File: src/rtl/rom_pkg.sv
`default_nettype none
// ============================================================================
// Module   : rom_pkg
// Brief    : Shared defaults, table contents and FSM encoding for the burst ROM.
// Revision : 1.0 - initial release
// ============================================================================
package rom_pkg;

    localparam int c_DATA_W = 8;
    localparam int c_ADDR_W = 9;
    localparam logic [c_DATA_W-1:0] c_FILL_VAL = '1;

    // Low-address table; everything above it reads as the fill value.
    localparam int c_TABLE_LEN = 4;
    localparam logic [7:0] c_ROM_TABLE [c_TABLE_LEN] = '{8'd27, 8'd5, 8'h21, 8'd3};

    typedef enum logic [1:0] {
        IDLE  = 2'd0,
        FETCH = 2'd1,
        ZERO  = 2'd2,
        DONE  = 2'd3
    } state_t;

endpackage
`default_nettype wire

File: src/rtl/rom_burst_reader_if.sv
`default_nettype none
// ============================================================================
// Module   : rom_burst_reader_if
// Brief    : Burst request and beat stream channels of the burst ROM reader.
// Revision : 1.0 - initial release
// ============================================================================
interface rom_burst_reader_if #(
    parameter int DATA_W = 8,
    parameter int ADDR_W = 9
);
    logic              startValid;
    logic              startReady;
    logic [ADDR_W-1:0] startAddr;
    logic [ADDR_W:0]   burstLen;
    logic              outValid;
    logic              outReady;
    logic [DATA_W-1:0] outData;
    logic              outLast;
    logic              busy;
    logic              done;

    modport master (
        output startValid, startAddr, burstLen, outReady,
        input  startReady, outValid, outData, outLast, busy, done
    );

    modport slave (
        input  startValid, startAddr, burstLen, outReady,
        output startReady, outValid, outData, outLast, busy, done
    );
endinterface
`default_nettype wire

File: src/rtl/rom_array.sv
`default_nettype none
// ============================================================================
// Module   : rom_array
// Brief    : Registered-read constant memory; data appears one cycle after rd_en.
// Revision : 1.0 - initial release
// ============================================================================
module rom_array
    import rom_pkg::*;
#(
    parameter int                 DATA_W   = c_DATA_W,
    parameter int                 ADDR_W   = c_ADDR_W,
    parameter logic [DATA_W-1:0]  FILL_VAL = {DATA_W{1'b1}}
) (
    input  wire logic              clk,
    input  wire logic              i_rd_en,
    input  wire logic [ADDR_W-1:0] i_rd_addr,
    output logic      [DATA_W-1:0] o_rd_data
);

    function automatic logic [DATA_W-1:0] f_word(input logic [ADDR_W-1:0] a);
        if (int'(a) < c_TABLE_LEN)
            return DATA_W'(c_ROM_TABLE[a[1:0]]);
        return FILL_VAL;
    endfunction

    // Output register holds its value while rd_en is low, so it doubles as a stall stage.
    always_ff @(posedge clk) begin
        if (i_rd_en)
            o_rd_data <= f_word(i_rd_addr);
    end

endmodule
`default_nettype wire

File: src/rtl/rom_burst_reader.sv
`default_nettype none
// ============================================================================
// Module   : rom_burst_reader
// Brief    : Streams bursts of consecutive ROM words through a 2-entry skid buffer.
//            Macro ROM_WRAP_EN: wrap addresses modulo DEPTH instead of truncating.
// Revision : 1.0 - initial release
// ============================================================================
module rom_burst_reader
    import rom_pkg::*;
#(
    parameter int                 DATA_W   = c_DATA_W,
    parameter int                 ADDR_W   = c_ADDR_W,
    parameter logic [DATA_W-1:0]  FILL_VAL = {DATA_W{1'b1}}
) (
    input  wire logic        control,
    input  wire logic        resetN,
    rom_burst_reader_if.slave bus
);

    localparam logic [ADDR_W-1:0] c_ADDR_ONE = ADDR_W'(1);
    localparam logic [ADDR_W:0]   c_LEN_ONE  = (ADDR_W+1)'(1);

    state_t            r_state;
    logic [ADDR_W-1:0] r_addr;
    logic [ADDR_W:0]   r_left;
    logic              r_rd_vld;
    logic              r_rd_last;
    logic [1:0]        r_cnt;
    logic [DATA_W-1:0] r_d0, r_d1;
    logic              r_l0, r_l1;
    logic              r_busy;
    logic              r_done;

    logic [DATA_W-1:0] w_rd_data;
    logic              w_pop, w_push, w_issue, w_issue_last, w_at_end;

    assign w_pop  = (r_cnt != 2'd0) && bus.outReady;
    assign w_push = r_rd_vld && ((r_cnt != 2'd2) || w_pop);
    // Only issue when the ROM output stage is free or draining this cycle.
    assign w_issue = (r_state == FETCH) && (r_left != '0) && (!r_rd_vld || w_push);

`ifdef ROM_WRAP_EN
    assign w_at_end = 1'b0;
`else
    assign w_at_end = (r_addr == {ADDR_W{1'b1}});
`endif
    assign w_issue_last = (r_left == c_LEN_ONE) || w_at_end;

    rom_array #(
        .DATA_W   (DATA_W),
        .ADDR_W   (ADDR_W),
        .FILL_VAL (FILL_VAL)
    ) u_rom_array (
        .clk       (control),
        .i_rd_en   (w_issue),
        .i_rd_addr (r_addr),
        .o_rd_data (w_rd_data)
    );

    always_ff @(posedge control or negedge resetN) begin
        if (!resetN) begin
            r_state   <= IDLE;
            r_addr    <= '0;
            r_left    <= '0;
            r_rd_vld  <= 1'b0;
            r_rd_last <= 1'b0;
            r_cnt     <= 2'd0;
            r_d0      <= '0;
            r_d1      <= '0;
            r_l0      <= 1'b0;
            r_l1      <= 1'b0;
            r_busy    <= 1'b0;
            r_done    <= 1'b0;
        end else begin
            case (r_state)
                IDLE: begin
                    if (bus.startValid) begin
                        r_addr  <= bus.startAddr;
                        r_left  <= bus.burstLen;
                        r_busy  <= 1'b1;
                        r_state <= (bus.burstLen == '0) ? ZERO : FETCH;
                    end
                end
                FETCH: begin
                    if (w_pop && r_l0) begin
                        r_state <= DONE;
                        r_done  <= 1'b1;
                    end
                end
                ZERO: begin
                    r_state <= DONE;
                    r_done  <= 1'b1;
                end
                DONE: begin
                    r_state <= IDLE;
                    r_done  <= 1'b0;
                    r_busy  <= 1'b0;
                end
                default: r_state <= IDLE;
            endcase

            if (w_issue) begin
                r_addr <= r_addr + c_ADDR_ONE;
                r_left <= w_issue_last ? '0 : r_left - c_LEN_ONE;
            end

            if (w_issue) begin
                r_rd_vld  <= 1'b1;
                r_rd_last <= w_issue_last;
            end else if (w_push) begin
                r_rd_vld  <= 1'b0;
            end

            // Skid buffer: entry 0 is the head presented on the output.
            case ({w_push, w_pop})
                2'b10: begin
                    if (r_cnt == 2'd0) begin
                        r_d0 <= w_rd_data;
                        r_l0 <= r_rd_last;
                    end else begin
                        r_d1 <= w_rd_data;
                        r_l1 <= r_rd_last;
                    end
                    r_cnt <= r_cnt + 2'd1;
                end
                2'b01: begin
                    r_d0  <= r_d1;
                    r_l0  <= (r_cnt == 2'd2) ? r_l1 : 1'b0;
                    r_cnt <= r_cnt - 2'd1;
                end
                2'b11: begin
                    if (r_cnt == 2'd1) begin
                        r_d0 <= w_rd_data;
                        r_l0 <= r_rd_last;
                    end else begin
                        r_d0 <= r_d1;
                        r_l0 <= r_l1;
                        r_d1 <= w_rd_data;
                        r_l1 <= r_rd_last;
                    end
                end
                default: ;
            endcase
        end
    end

    assign bus.startReady = !r_busy;
    assign bus.outValid   = (r_cnt != 2'd0);
    assign bus.outData    = r_d0;
    assign bus.outLast    = r_l0;
    assign bus.busy       = r_busy;
    assign bus.done       = r_done;

endmodule
`default_nettype wire
File: src/flat_wrapper.sv
// flat-port wrapper written by rule: the top's interface ports become plain ports
module rom_burst_reader_flat import rom_pkg::*;
#(
    parameter int                 DATA_W   = c_DATA_W,
    parameter int                 ADDR_W   = c_ADDR_W,
    parameter logic [DATA_W-1:0]  FILL_VAL = {DATA_W{1'b1}}
)
  (control, resetN, bus_startValid, bus_startAddr, bus_burstLen, bus_outReady, bus_startReady, bus_outValid, bus_outData, bus_outLast, bus_busy, bus_done);
  rom_burst_reader_if #(.DATA_W(DATA_W), .ADDR_W(ADDR_W)) bus_i ();
  input  wire logic control;
  input  wire logic resetN;
  input wire logic [$bits(bus_i.startValid)-1:0] bus_startValid;
  input wire logic [$bits(bus_i.startAddr)-1:0] bus_startAddr;
  input wire logic [$bits(bus_i.burstLen)-1:0] bus_burstLen;
  input wire logic [$bits(bus_i.outReady)-1:0] bus_outReady;
  output wire logic [$bits(bus_i.startReady)-1:0] bus_startReady;
  output wire logic [$bits(bus_i.outValid)-1:0] bus_outValid;
  output wire logic [$bits(bus_i.outData)-1:0] bus_outData;
  output wire logic [$bits(bus_i.outLast)-1:0] bus_outLast;
  output wire logic [$bits(bus_i.busy)-1:0] bus_busy;
  output wire logic [$bits(bus_i.done)-1:0] bus_done;
  assign bus_i.startValid = bus_startValid;
  assign bus_i.startAddr = bus_startAddr;
  assign bus_i.burstLen = bus_burstLen;
  assign bus_i.outReady = bus_outReady;
  assign bus_startReady = bus_i.startReady;
  assign bus_outValid = bus_i.outValid;
  assign bus_outData = bus_i.outData;
  assign bus_outLast = bus_i.outLast;
  assign bus_busy = bus_i.busy;
  assign bus_done = bus_i.done;
  rom_burst_reader #(.DATA_W(DATA_W), .ADDR_W(ADDR_W), .FILL_VAL(FILL_VAL)) u_core (.control(control), .resetN(resetN), .bus(bus_i));
endmodule
File: config.mk
export PLATFORM = sky130hd
export DESIGN_NAME = rom_burst_reader_flat
export DESIGN_NICKNAME = d
export VERILOG_FILES = /design/src/rtl/rom_pkg.sv /design/src/rtl/rom_burst_reader_if.sv /design/src/rtl/rom_array.sv /design/src/rtl/rom_burst_reader.sv /design/src/flat_wrapper.sv
export SDC_FILE = /design/constraint.sdc
export NUM_CORES = 1
export LEC_CHECK = 0
export CAP_MARGIN = 20
export CORE_MARGIN = 10
export CORE_UTILIZATION = 35
export DETAILED_ROUTE_END_ITERATION = 16
export PLACE_DENSITY = 0.59
export SLEW_MARGIN = 5
export SYNTH_ARGS = -nofsm -noshare
export SYNTH_HDL_FRONTEND = slang
export SYNTH_SLANG_ARGS = --single-unit
File: constraint.sdc
create_clock -name control -period 2.7 [get_ports control]
set_input_delay 0.405 -clock control [delete_from_list [all_inputs] [get_ports control]]
set_output_delay 0.405 -clock control [all_outputs]
set_load 0.01 [all_outputs]
Yosys cells after proc, flatten, opt, wreduce, memory -nomap -nowiden

Index checks and enable logic that the tools add are counted.

Register bits after elaboration: 53
Input bits: 23
Output and inout bits: 13
Word-level logic and storage cells: 102

$add $sub $neg: 4
Magnitude comparators: 2
Equal/unequal tests: 16
Mux-type cells: 37
Bitwise logic cells: 1
Reduce and logical (&&, ||, !) cells: 29

Operators by type and width:

| operator              | number |
|---|---|
| $mux 8                | 7 |
| $mux 10               | 4 |
| $mux 9                | 3 |
| $pmux 8 s3            | 1 |
| $bmux 8 s2            | 1 |
| $pmux 8 s2            | 1 |
| $reduce_bool 2->1     | 7 |
| $mux 1                | 11 |
| $eq 10x1->1 const B   | 1 |
| $eq 2x2->1 const B    | 5 |
| $logic_not 10->1      | 1 |
| $ne 2x2->1 const B    | 5 |
| $reduce_and 2->1      | 5 |
| $reduce_bool 10->1    | 1 |
| $sub 10x1->10 const B | 1 |
| $add 9x1->9 const B   | 1 |
| $eq 9x9->1 const B    | 1 |
| $lt 9x3->1 const B    | 1 |
| $pmux 2 s4            | 1 |
| $eq 2x1->1 const B    | 3 |
| $mux 2                | 3 |
| $pmux 1 s3            | 2 |
| $reduce_bool 3->1     | 2 |
| $logic_and 1x1->1     | 5 |
| 11 further kinds      | 16 |

Logic depth before layout (Yosys ltp)

Gate-level depths: netlist (run 1).

Depth after elaboration: 8
Mapped depth: 9
Mapped depth without buffers: 8

Cells and area by module

A second synthesis (run 1) with hierarchy kept.

Cells, all modules: 275
Area total of the unflattened synthesis: 2775.2 µm²

By module, submodules not included:

| module           | times used | cells each | area each (µm²) | seq. area each (µm²) |
|---|---|---|---|---|
| rom_burst_reader | 1          | 253        | 2488.6          | 1126.1 |
| rom_array        | 1          | 22         | 286.5           | 150.1 |

Worst setup path before layout (run 1)

Ideal clock, no wire load.

Kind: reg2reg
From: register u_core.r_addr[0]
To: register u_core.r_left[6]
Setup time: 69 ps
Data arrival time: 2069 ps
Data required time: 2631 ps
Path slack: 561 ps
Stages on the path, launching flop included: 10
Path buffers: 1
Clock period less this slack: 2139 ps
Cells stage by stage: dfrtp_1 > ha_1 > nand3_1 > nor2b_1 > and3_1 > ha_1 > or3_1 > buf_2 > or3_1 > nand3_1

Longest elaborated chain between the ends: 4

RTL lines:

| element                | RTL line                | RTL |
|---|---|---|
| start, declared        | rom_burst_reader.sv:24  | `logic [ADDR_W-1:0] r_addr;` |
| start signal, assigned | rom_burst_reader.sv:78  | `r_addr <= bus.startAddr;` |
| start signal, assigned | rom_burst_reader.sv:103 | `r_addr <= r_addr + c_ADDR_ONE;` |
| $eq 9x9->1             | rom_burst_reader.sv:45  | `assign w_at_end = (r_addr == {ADDR_W{1'b1}});` |
| $logic_or 1x1->1       | rom_burst_reader.sv:47  | `assign w_issue_last = (r_left == c_LEN_ONE) \|\| w_at_end;` |
| $mux 10                | rom_burst_reader.sv:104 | `r_left <= w_issue_last ? '0 : r_left - c_LEN_ONE;` |
| $mux 10                | rom_burst_reader.sv:102 | `if (w_issue) begin` |
| end signal, assigned   | rom_burst_reader.sv:79  | `r_left <= bus.burstLen;` |
| end signal, assigned   | rom_burst_reader.sv:104 |  |
| end, declared          | rom_burst_reader.sv:25  | `logic [ADDR_W:0] r_left;` |

Every way passes these cells.
A chain may end at the register's enable or synchronous reset.

Worst setup path after layout (run 1)

Same ends and word-level chain as after synthesis.

==> results of run 1 <==
==> through the flow <==
| stage | setup WS (ps) | utilization [%] | cell area (µm²) |
|---|---|---|---|
| floorplan | 561.2 | - | 2542 |
| CTS | 347.8 | 43.49 | 3120 |
| global route | 201.2 | 43.49 | 3120 |
| detailed placement | 274.3 | 42.18 | 3027 |
| global placement | 274.9 | 42.18 | 3027 |
| finish | 332.5 | 43.49 | 3120 |
==> area by class of cell <==
class,instances,share of cell area [%]
Tap cell,99,3.970
Clock inverter,3,0.8019
Multi-Input combinational cell,190,40.30
Inverter,17,2.045
Timing Repair Buffer,43,12.99
Clock buffer,5,2.205
Sequential cell,46,37.69
==> registers in the layout, indices dropped and copies added, names as in the netlist <==
| register | flops |
|---|---|
| u_core.u_rom_array.o_rd_data | 5 |
| u_core.r_left | 10 |
| u_core.r_rd_vld | 1 |
| u_core.r_addr | 9 |
| u_core.bus.done | 1 |
| u_core.r_l1 | 1 |
| u_core.r_rd_last | 1 |
| u_core.r_state | 2 |
| u_core.bus.outData | 6 |
| u_core.bus.outLast | 1 |
| u_core.bus.busy | 1 |
| u_core.r_cnt | 2 |
| u_core.r_d1 | 6 |
==> power groups by stage <==
stage / clock network (W) / registers, W / logic (W)
after floorplan: 0 / 0.00118 / 0.00124
after global placement: 0 / 0.00121 / 0.00179
after detailed placement: 0 / 0.00121 / 0.00182
after CTS: 0.000472 / 0.00120 / 0.00182
after global routing: 0.000506 / 0.00125 / 0.00204
final: 0.000450 / 0.00120 / 0.00182
==> final timing paths <==
check	from	depth (start not counted)	slack [ps]	endpoint
max	u_core.r_addr[0]	8	330	u_core.r_left[6]
min	resetN	1	230	u_core.r_cnt[0]
max reg2reg	u_core.r_addr[0]	8	330	u_core.r_left[6]
min reg2reg	u_core.r_d1[0]	1	470	u_core.r_d1[0]
max in group asynchronous	resetN	1	1880	u_core.r_addr[5]
min in group control	u_core.r_d1[0]	1	470	u_core.r_d1[0]
==> cells by family (layout without fill, tap and decap cells) <==
kind of cell             Yosys count  in the layout  share of synthesized area (%)
XOR/XNOR                           3              3                          1.034
flip-flops                        46             46                          46.26
multiplexers                      17             17                          6.939
AO/OA/AOI/OAI                     66             66                          17.13
AND/OR/NAND/NOR                   91             91                          17.96
adder cells (fa/ha/maj)           13             13                          6.398
buffers and inverters             25             68                          4.281
==> cell usage in the layout (no fill, tap or decap), drive strengths merged, types with 2 or more instances in the layout <==
| cell type | n |
|---|---|
| nor3 | 7 |
| nand3 | 11 |
| a21oi | 17 |
| nor3b | 3 |
| mux2i | 12 |
| mux2 | 5 |
| a31oi | 2 |
| inv | 18 |
| or2 | 4 |
| xnor2 | 2 |
| nor2b | 3 |
| nor4 | 3 |
| o21ai | 19 |
| or4 | 2 |
| nand4 | 2 |
| or3 | 2 |
| o22ai | 4 |
| edfxtp | 5 |
| a211oi | 6 |
| dfrtp | 41 |
| o311ai | 2 |
| nor2 | 17 |
| nand2 | 29 |
| a21o | 2 |
| clkbuf | 5 |
| a22oi | 3 |
| clkdlybuf4s50 | 34 |
| and3 | 4 |
| and2 | 2 |
| ha | 13 |
| buf | 9 |
| a221o | 2 |
==> worst reg2reg max path, delay by kind of cell, from the launching register on <==
| family | cells | cell delay [ps] |
|---|---|---|
| flip-flops | 1 | 450 |
| adder cells (fa/ha/maj) | 2 | 450 |
| AND/OR/NAND/NOR | 6 | 1410 |
==> layer usage <==
layer	wire length, µm	up-vias
li1	-	1026
met1	2783	971
met2	2680	38
met3	341	2
met4	29	0
met5	0	-
==> cells in the mapped netlist (all sizes together), types with 2 or more instances <==
master / n
a211oi: 6
a21o: 2
a21oi: 17
a221o: 2
a22oi: 3
a31oi: 2
and2: 2
and3: 4
buf: 6
clkbuf: 2
dfrtp: 41
edfxtp: 5
ha: 13
inv: 17
mux2: 5
mux2i: 12
nand2: 29
nand3: 11
nand4: 2
nor2: 17
nor2b: 3
nor3: 7
nor3b: 3
nor4: 3
o21ai: 19
o22ai: 4
o311ai: 2
or2: 4
or3: 2
or4: 2
xnor2: 2
==> metrics list, run 1 <==
- The first global-routing pass estimated 9.873 mm of wire.
- # nets final: 339
* Proportion of register bits with asynchronous set or reset after synthesis: 89.13%
- Routability congestion estimate: 0.8016
* Final hold slack: 233.9 ps
- Top cell type's share of synthesized area: 40.35%
* Buffers on Ports: 35
- Netlist Area Pre-Place: 2542 µm²
* Synth Instances: 261
* Setup repair after global routing missed its margin: no
- The floorplan has 31 rows.
* Effective utilization at floorplan: 35.43%
- 0 antenna diodes ended up in the layout.
- Number of detailed-route iterations in the first pass: 4
- The via count of the first global-routing pass was 2027.
* Number of design-rule violations left by the first detailed-router iteration: 88
* Max-capacitance violation count: 0
- Number of gates given a new drive strength after cts: 0
- Counting the fill cells in the layout gives 718.
- Summing all flip-flop and latch instances after layout gives 1176 µm².
- Global routing finished with a remaining overflow of 0.
* Synthesis-to-finish area growth: 22.74%
- On the final layout, the worst clock skew is 6.079 ps.
- Broken down by cell family, the worst path's largest delay share belongs to simple AND/OR/NAND/NOR gates.
- Maximum root-to-sink buffer count: 2
* Wirelength, routed: 5.835 mm
- The synthesized design contains 5 enable-type register cells.
- Among all stages on the critical path, the largest delay is contributed by sky130_fd_sc_hd__or3_1.
* Primary FF master, synth: sky130_fd_sc_hd__dfrtp_1
- Derived from the worst setup path, the maximum achievable clock frequency is 422.4 MHz.
* Number of clock sinks: 46
* Critical Path End Type: flip-flop
- Flip-flop and latch count after synthesis: 46
- The flow ran to the end, and the final reports show no timing, DRC or antenna violations.
* Portion of the post-synthesis area used by sequential elements: 46.26%
- Met2 usage: 16.93%
* Tightest slew margin relative to the limit: 37.00%
- Hold repair after CTS inserted 0 buffers.
- Final critical delay including setup and external delays: 2367 ps
* Psw: 0.001498 W
- The clock network burns 13.0% of the power.
- The design draws 0.003470 W.
- In this run the number of H-tree levels came out at 2.
- STA classifies the critical path startpoint as a flip-flop.
* Horizontal extent of the die: 105.2 µm
- The count of nets left with antenna violations once routing finished came out at 0.
- Final hold violation count: 0
- The number of buffers and inverters on the critical path is 0.
- In this run the worst path has a maximum fanout of 9.
* Total track usage: 10.82%
* Share of cells above drive strength 1: 10.86%
- Combinational cells account for 52.3% of the total power.
* Clock Tree Root: sky130_fd_sc_hd__clkbuf_8
* Total setup buffers inserted after CTS: 0
- The number of nets handed over by synthesis was 297.
* Total half-perimeter wirelength after legalization and detailed placement: 4.245 mm
- Power spread over the standard cell area amounts to 1112 nW/µm².
- Global routing used 4.385% of the available met3 tracks.
- Cell accounting for the most synthesized area: sky130_fd_sc_hd__dfrtp_1
- Final number of setup-violating endpoints: 0
* Longest individual stage delay on the worst path: 540 ps
- Highest ir drop seen on vdd: 0.0004380 V
- From bottom edge to top edge, the die measures 105.2 µm.
* Final cell count without fillers: 403
- Net switching is 43.16% of the power.
* Cell variety after synth: 52
- TritonCTS built the clock tree.
- The floorplan step defined a die boundary enclosing 11070 µm².
- Sequential fraction of design power: 34.7%
- Max Transition Viols Final: 0
- The critical path in this run is classified as flip-flop to flip-flop.
- Internal power: 0.001972 W
* Average vias per placed instance: 5.055
* Type of the tightest min-delay check: input port to async pin
- CP cell instances: ha_1 -> nand3_1 -> nor2b_1 -> and3_1 -> ha_1 -> or3_1 -> or3_1 -> nand3_1
* Total via count in the routed design: 2037
* Area of the multi-input gates: 1257 µm²
- After detailed routing, the number of remaining DRC violations is 0.
- The later pin in the worst-skew pair is clocked with a latency of 310 ps.
* Synth top area cells: sky130_fd_sc_hd__dfrtp_1 (40%), sky130_fd_sc_hd__ha_1 (6.4%), sky130_fd_sc_hd__edfxtp_1 (5.9%)
- In this run the static leakage power is 1.314 nW.
- At the pin with the least slew margin, the transition time is 945.1 ps.
* Final cycle utilization of the critical path: 87.68%
* Placeable core region: 7176 µm²
* Clock input transition at the sequential cells of the worst setup and hold paths: 100 ps
- Most used routing layer: met2
- Accumulated negative setup slack: 0 ps
* Number of antenna violations at the first check in global routing: 0
- At the worst endpoint, the required time is 2950 ps.
* Number of cells after detailed placement: 395
- I/O pins: 36
- Pin count of the biggest net entering global routing: 42
* Mapped Avg Cell Area: 9.741 µm²
- At the worst endpoint, the arrival time is 2620 ps.
- Met1 demand-to-capacity share in global routing: 13.58%
- WL per Instance: 14.48 µm
- CTS Buf Count: 5
* Synthesis Warnings: 0
Note: power is estimated with default switching activity, not from simulation.
==> inputs of run 2 (changes only) <==
--- a/config.mk
+++ b/config.mk
@@ -8,8 +8,10 @@
 export CAP_MARGIN = 20
 export CORE_MARGIN = 10
 export CORE_UTILIZATION = 35
+export CTS_CLUSTER_SIZE = 14
 export DETAILED_ROUTE_END_ITERATION = 16
 export PLACE_DENSITY = 0.59
+export SETUP_SLACK_MARGIN = 0.4
 export SLEW_MARGIN = 5
 export SYNTH_ARGS = -nofsm -noshare
 export SYNTH_HDL_FRONTEND = slang
==> run 2 against run 1 <==
- setup slack improved by 190 ps
- non-clock buffer count did not move
- clock-buffer cell count is the same
- power rose by 0.34%
- clock power barely moved
- register-to-register slack improved by 190 ps
- clock skew hardly changed
- flip-flop and latch count unchanged
- core utilization grew 0.087 points
- critical endpoint unchanged
- largest cell class unchanged
- largest power group unchanged
- highest routed layer unchanged
==> metrics list, run 2 (same netlist as run 1, synthesis figures left out) <==
* Crit path to: u_core.r_left[6] (unchanged)
* Largest fanout on the critical path: 9 (unchanged)
* R2R Path Start: u_core.r_addr[0] (unchanged)
* Final cell count without fillers: 403 (unchanged)
- Routability congestion estimate: 0.8016 (unchanged)
- The number of max-capacitance violations reported is 0 (unchanged).
* Area of the multi-input gates: 1262 µm² (was 1257 µm²)
- Antenna Nets Post-Route: 0 (unchanged)
- The transition time at the pin with the least slew margin is 940.9 ps (was 945.1 ps).
- The worst-skew pair later-pin latency was 310 ps (about the same).
- The data required time at the worst endpoint is 2950 ps (about the same).
- Largest register by flop count: u_core.r_left (unchanged)
* Total via count in the routed design: 2036 (was 2037)
- Vert. Die Dim: 105.2 µm (unchanged)
- Number of hold buffers added after CTS: 0 (unchanged)
- The path category of the worst min-delay check is input port to async pin (unchanged).
- Setup repair after global routing missed its margin: yes (was no)
- The clock transition at the registers of the reported paths was 100 ps (about the same).
- The first-pass GRT wire length is 9.873 mm (unchanged).
* Tightest slew margin relative to the limit: 37.27% (was 37.00%)
* Fill cell count: 718 (unchanged)
- The worst supply voltage drop on vdd was 0.0004390 V (was 0.0004380 V).
- Final hold violation count: 0 (unchanged)
- DRC violation count after routing: 0 (unchanged)
- The number of placed I/O pins was 36 (unchanged).
- Launching instance or port of the critical path: u_core.r_addr[0] (unchanged)
- Critical setup path kind: flip-flop to flip-flop (unchanged)
* Average vias per placed instance: 5.052 (was 5.055)
- FP Rows: 31 (unchanged)
- H-tree levels: 2 (unchanged)
- Most frequent cells in the layout: sky130_fd_sc_hd__dfrtp_1 (40), sky130_fd_sc_hd__clkdlybuf4s50_1 (34), sky130_fd_sc_hd__nand2_1 (29) (was sky130_fd_sc_hd__dfrtp_1 (41), sky130_fd_sc_hd__clkdlybuf4s50_1 (34), sky130_fd_sc_hd__nand2_1 (29)).
- Wirelength, routed: 5.822 mm (was 5.835 mm)
* Number of clock sinks: 46 (unchanged)
- CTS tree: yes (unchanged)
* Registers with the most flip-flops: u_core.r_left: 10 flops, u_core.r_addr: 9 flops (unchanged)
- The flip-flop count of the largest register after layout was 10 (unchanged).
- Synthesis-to-finish area growth: 22.98% (was 22.74%)
- Final critical delay including setup and external delays: 2182 ps (was 2367 ps)
- Setup skew after layout: 6.096 ps (was 6.079 ps)
- The kind of capture point of the worst setup path was a flip-flop (unchanged).
- The post-route fraction of the period consumed by the critical path came to 80.81% (was 87.68%).
- The HPWL reported at the end of detailed placement is 4.245 mm (unchanged).
- The number of antenna violations at the first check in global routing is 0 (unchanged).
* Max Freq: 458.4 MHz (was 422.4 MHz)
- Number of cells after detailed placement: 395 (unchanged)
- The number of setup violations in the final report came to 0 (unchanged).
* Total overflow reported by the global router: 0 (unchanged)
* Leading cell type in the layout, fill and taps excluded: sky130_fd_sc_hd__dfrtp_1 (unchanged)
- The total design power is 0.003482 W (was 0.003470 W).
- Number of cell instances on the worst register-to-register path: 8 (unchanged)
- The worst reg-to-reg setup slack came to 520 ps (was 330 ps).
- Via count of the first global-routing pass: 2027 (unchanged)
* Maximum root-to-sink buffer count: 2 (unchanged)
* Leak: 1.314 nW (about the same)
* Run status: finished, final reports clean (unchanged)
* Number of detailed-route iterations in the first pass: 4 (unchanged)
- The footprint of the flip-flops and latches is 1177 µm² (was 1176 µm²).
- The post-placement cell area came to 3027 µm² (unchanged).
- The detailed-route wire length per cell was 14.45 µm (was 14.48 µm).
- Pwr/cell area: 1113 nW/µm² (was 1112 nW/µm²)
* Pin count of the biggest net entering global routing: 42 (unchanged)
- The number of clock buffers inserted by TritonCTS was 5 (unchanged).
* Endpoint arrival time on the critical path: 2430 ps (was 2620 ps)
- Diodes inserted: 0 (unchanged)
- Accumulated negative setup slack: 0 ps (unchanged)
- Total track usage: 10.82% (unchanged)
- The layout cell share with drive strength beyond 1 was 11.51% (was 10.86%).
- Max Transition Viols Final: 0 (unchanged)
- The finished layout cell area came to 3127 µm² (was 3120 µm²).
- The full die area came to 11070 µm² (unchanged).
- The post-CTS setup buffer count came to 0 (unchanged).
- The die width is 105.2 µm (unchanged).
- The clock root buffer master is sky130_fd_sc_hd__clkbuf_8 (unchanged).
- The number of nets at the end of the flow is 339 (unchanged).
* Buffers on Ports: 35 (unchanged)
- Placeable core region: 7176 µm² (unchanged)
- Effective utilization at floorplan: 35.43% (unchanged)
* Number of design-rule violations left by the first detailed-router iteration: 107 (was 88)
- The capturing point of the worst reg2reg path was u_core.r_left[6] (unchanged).
- Sort of element at the start of the critical path: flip-flop (unchanged)
-- run 2: through the flow --
stage	util (%)	setup slack (ps)	hold slack [ps]
after global routing	43.57	353.6	302.2
after global placement	42.18	274.9	453.1
after CTS	43.56	460.3	278.2
after detailed placement	42.18	274.3	456.1
final	43.57	518.3	233.0
after floorplan	-	561.2	109.4
-- run 2: where the power goes --
group	internal (W)	switching [W]
clock	0.000187	0.000263
combinational	0.000832	0.000993
sequential	0.000964	0.000242
total	0.00198	0.00150
-- run 2: worst min path at each step --
stage                            to  slack (ps)  cells after the start
CTS                 u_core.r_cnt[0]         280                      1
global route        u_core.r_cnt[0]         300                      1
finish              u_core.r_cnt[0]         230                      1
floorplan           u_core.bus.busy         110                      0
global placement     u_core.r_d1[0]         450                      1
detailed placement   u_core.r_d1[0]         460                      1
-- run 2: metal layers --
layer | GRT usage [%] | wire (µm)
met5 | 0 | 0
met4 | 2.647 | 29
met2 | 16.93 | 2668
met1 | 13.58 | 2829
met3 | 4.385 | 294
-- run 2: worst max-delay path, stage by stage (launching register included) --
cell and delay, ps:
sky130_fd_sc_hd__dfrtp_2 450, sky130_fd_sc_hd__ha_1 240, sky130_fd_sc_hd__nand3_1 140, sky130_fd_sc_hd__nor2b_1 80
sky130_fd_sc_hd__and3_1 180, sky130_fd_sc_hd__ha_1 190, sky130_fd_sc_hd__or3_4 400, sky130_fd_sc_hd__or3_1 360
sky130_fd_sc_hd__nand3_1 80
-- run 2: area by class of cell --
class                           instances  share of cell area (%)
Clock buffer                            5                   2.201
Clock inverter                          3                  0.8003
Inverter                               17                   2.041
Multi-Input combinational cell        190                   40.38
Sequential cell                        46                   37.66
Tap cell                               99                   3.962
Timing Repair Buffer                   43                   12.97
-- run 2: repair_timing --
| action | CTS | global route |
|---|---|---|
| pin swaps | 0 | 2 |
| endpoints found under the setup margin | 1 | 2 |
| gates resized for setup | 1 | 1 |
| hold endpoints to repair | 0 | 0 |
==> inputs of run 3 (changes only) <==
==> constraint.sdc (replaced) <==
create_clock -name control -period 2.3 [get_ports control]
set_input_delay 0.345 -clock control [delete_from_list [all_inputs] [get_ports control]]
set_output_delay 0.345 -clock control [all_outputs]
set_load 0.01 [all_outputs]
==> run 3 against run 2 <==
- power is 28% higher
- flip-flop and latch count stayed put
- global-route usage rose by 0.25 points
- non-clock buffer count up 18
- clock-buffer cell count stayed put
- core utilization increased by 3.6 points
- critical endpoint unchanged
- setup slack got worse by 140 ps
==> metrics list, run 3 (same netlist as run 1, synthesis figures left out) <==
- The maximum count of clock buffers along a single path is 2 (unchanged).
* Wire length of the first global-routing pass: 10.38 mm (was 9.873 mm)
- Diodes inserted: 0 (unchanged)
- Total half-perimeter wirelength after legalization and detailed placement: 4.505 mm (was 4.245 mm)
- Number of antenna violations at the first check in global routing: 0 (unchanged)
- The number of nets at the end of the flow is 358 (was 339).
- Setup skew after layout: 5.644 ps (was 6.096 ps)
- Total track usage: 11.06% (was 10.82%)
- The top register by number of flip-flops is u_core.r_left (unchanged).
* Critical setup path kind: flip-flop to flip-flop (unchanged)
- Most frequent cells in the layout: sky130_fd_sc_hd__dfrtp_1 (39), sky130_fd_sc_hd__clkdlybuf4s50_1 (33), sky130_fd_sc_hd__nand2_1 (29) (was sky130_fd_sc_hd__dfrtp_1 (40), sky130_fd_sc_hd__clkdlybuf4s50_1 (34), sky130_fd_sc_hd__nand2_1 (29))
- Registers with the most flip-flops: u_core.r_left: 10 flops, u_core.r_addr: 9 flops (unchanged)
- The number of setup violations in the final report was 0 (unchanged).
- H-tree levels: 2 (unchanged)
* Buffers on Ports: 35 (unchanged)
* CTS Buf Count: 5 (unchanged)
- Placement Setup Slack: 88.21 ps (was 274.3 ps)
* Crit path required time: 2540 ps (was 2950 ps)
* Tightest slew margin relative to the limit: 67.36% (was 37.27%)
- Synthesis-to-finish area growth: 33.27% (was 22.98%)
- Number of detailed-route iterations in the first pass: 4 (unchanged)
* I/O pins: 36 (unchanged)
* Highest ir drop seen on vdd: 0.0004554 V (was 0.0004390 V)
- The number of vias per cell after detailed routing is 5.069 (was 5.052).
* Type of the tightest min-delay check: input port to async pin (unchanged)
- Clk_lat worst skew: 300 ps (was 310 ps)
* Number of design-rule violations left by the first detailed-router iteration: 108 (was 107)
- Share of cells above drive strength 1: 23.22% (was 11.51%)
- The full die area was 11070 µm² (unchanged).
- The total length of routed wires was 6.155 mm (was 5.822 mm).
- The kind of capture point of the worst setup path is a flip-flop (unchanged).
* DRC violation count after routing: 0 (unchanged)
* Final cell count without fillers: 422 (was 403)
- Sort of element at the start of the critical path: flip-flop (unchanged)
* Max Freq: 521.0 MHz (was 458.4 MHz)
- Pwr/cell area: 1313 nW/µm² (was 1113 nW/µm²)
- The sink count of the clock tree was 46 (unchanged).
- The leakage power of the design is 1.413 nW (was 1.314 nW).
- Clock input transition at the sequential cells of the worst setup and hold paths: 90 ps (was 100 ps)
* Fin worst setup slack: 380.5 ps (was 518.3 ps)
- Number of cells after detailed placement: 403 (was 395)
* Setup repair after global routing missed its margin: yes (unchanged)
* Effective utilization at floorplan: 35.43% (unchanged)
- Vert. Die Dim: 105.2 µm (unchanged)
- Final cycle utilization of the critical path: 83.46% (was 80.81%)
- The time the worst path needs with I/O delays and setup is 1920 ps (was 2182 ps).
- Largest register FFs: 10 (unchanged)
- Clock Tree Root: sky130_fd_sc_hd__clkbuf_8 (unchanged)
- The final-report max-slew violation count came to 0 (unchanged).
* Final core utilization: 47.22% (was 43.57%)
- The maximum number of pins on one net before global-route repair was 17 (was 42).
* Leading cell type in the layout, fill and taps excluded: sky130_fd_sc_hd__dfrtp_1 (unchanged)
- The total design power came to 0.004447 W (was 0.003482 W).
- The critical-path maximum fanout came to 5 (was 9).
* Total via count in the routed design: 2139 (was 2036)
* Via count of the first global-routing pass: 2218 (was 2027)
- Run status: finished, final reports clean (unchanged).
- Tightest Pin Transition: 485.1 ps (was 940.9 ps)
- Final hold violation count: 0 (unchanged)
- FP Rows: 31 (unchanged)
- The die width was 105.2 µm (unchanged).
* WL per Instance: 14.59 µm (was 14.45 µm)
- The data arrival at the endpoint of the critical path was 2160 ps (was 2430 ps).
- The remaining antenna violation count came to 0 (unchanged).
- The clock tree from TritonCTS is yes (unchanged).
* Max-capacitance violation count: 0 (unchanged)
- The last weighted congestion value of the routability-driven placer was 0.8091 (was 0.8016).
* Fill cell count: 713 (was 718)
- Total overflow reported by the global router: 0 (unchanged)
- Placeable core region: 7176 µm² (unchanged)
- Accumulated negative setup slack: 0 ps (unchanged)
-- run 3: cell types whose count changed in the layout (fill, tap and decap cells not counted), moves of 3 or more --
| cell | before | now |
|---|---|---|
| sky130_fd_sc_hd__inv_2 | 1 | 4 |
| sky130_fd_sc_hd__inv_1 | 16 | 13 |
| sky130_fd_sc_hd__ha_1 | 13 | 8 |
| sky130_fd_sc_hd__buf_4 | 8 | 23 |
| sky130_fd_sc_hd__ha_2 | 0 | 3 |
-- run 3: layout make-up --
cell class	instances	area (µm²)	area share, %
inverters	17	63.81	1.883
flip-flops and latches	46	1179	34.79
repair buffers	61	549.3	16.21
multi-input cells	191	1380	40.73
clock buffers	5	68.82	2.031
well taps	99	123.9	3.656
clock inverters	3	23.77	0.7016
-- run 3: worst max-delay path, stage by stage, from the launching register on --
cell	delay (ps)
sky130_fd_sc_hd__dfrtp_1	410
sky130_fd_sc_hd__ha_2	210
sky130_fd_sc_hd__nand3_2	90
sky130_fd_sc_hd__nor2b_2	50
sky130_fd_sc_hd__and3_1	140
sky130_fd_sc_hd__ha_2	190
sky130_fd_sc_hd__or3_4	370
sky130_fd_sc_hd__or3_1	310
sky130_fd_sc_hd__nand3_1	70
-- run 3: where the power goes --
group,total [W],internal [W],switching (W)
Combinational,0.00253,0.00122,0.00131
Clock,0.000517,0.000218,0.000299
Sequential,0.00140,0.00113,0.000269
-- run 3: routing by layer --
metal	up-vias	part of all wire (%)	GRT usage [%]
met1	1025	46	13.23
met3	7	5.0	3.228
met2	40	48	18.53
met4	0	1.4	3.824
li1	1067	-	-
met5	-	0	0
-- run 3: path summary, 6_finish.rpt --
kind,startpoint,to,slack [ps],cells after the start
max,u_core.r_addr[1],u_core.r_left[6],380,8
min,resetN,u_core.r_cnt[0],460,2
max reg2reg,u_core.r_addr[1],u_core.r_left[6],380,8
min reg2reg,u_core.r_d1[0],u_core.r_d1[0],470,1
max in group asynchronous,resetN,u_core.r_left[3],1300,3
min in group control,u_core.r_d1[0],u_core.r_d1[0],470,1
-- run 3: repair_timing --
| action | CTS | global route |
|---|---|---|
| endpoints found under the setup margin | 23 | 23 |
| pin swaps | 2 | 3 |
| buffers inserted | 6 | 3 |
| gates resized for setup | 9 | 20 |
| cloned | 0 | 1 |
| hold buffers | 1 | 0 |
| endpoints found under the hold margin | 12 | 0 |
-- run 3: per-stage QoR --
stage / instance area (µm²) / hold slack [ps]
after floorplan: 2564 / 49.41
after global placement: 3102 / 259.2
after detailed placement: 3102 / 256.2
after CTS: 3284 / 451.8
after global routing: 3388 / 470.9
final: 3388 / 458.1
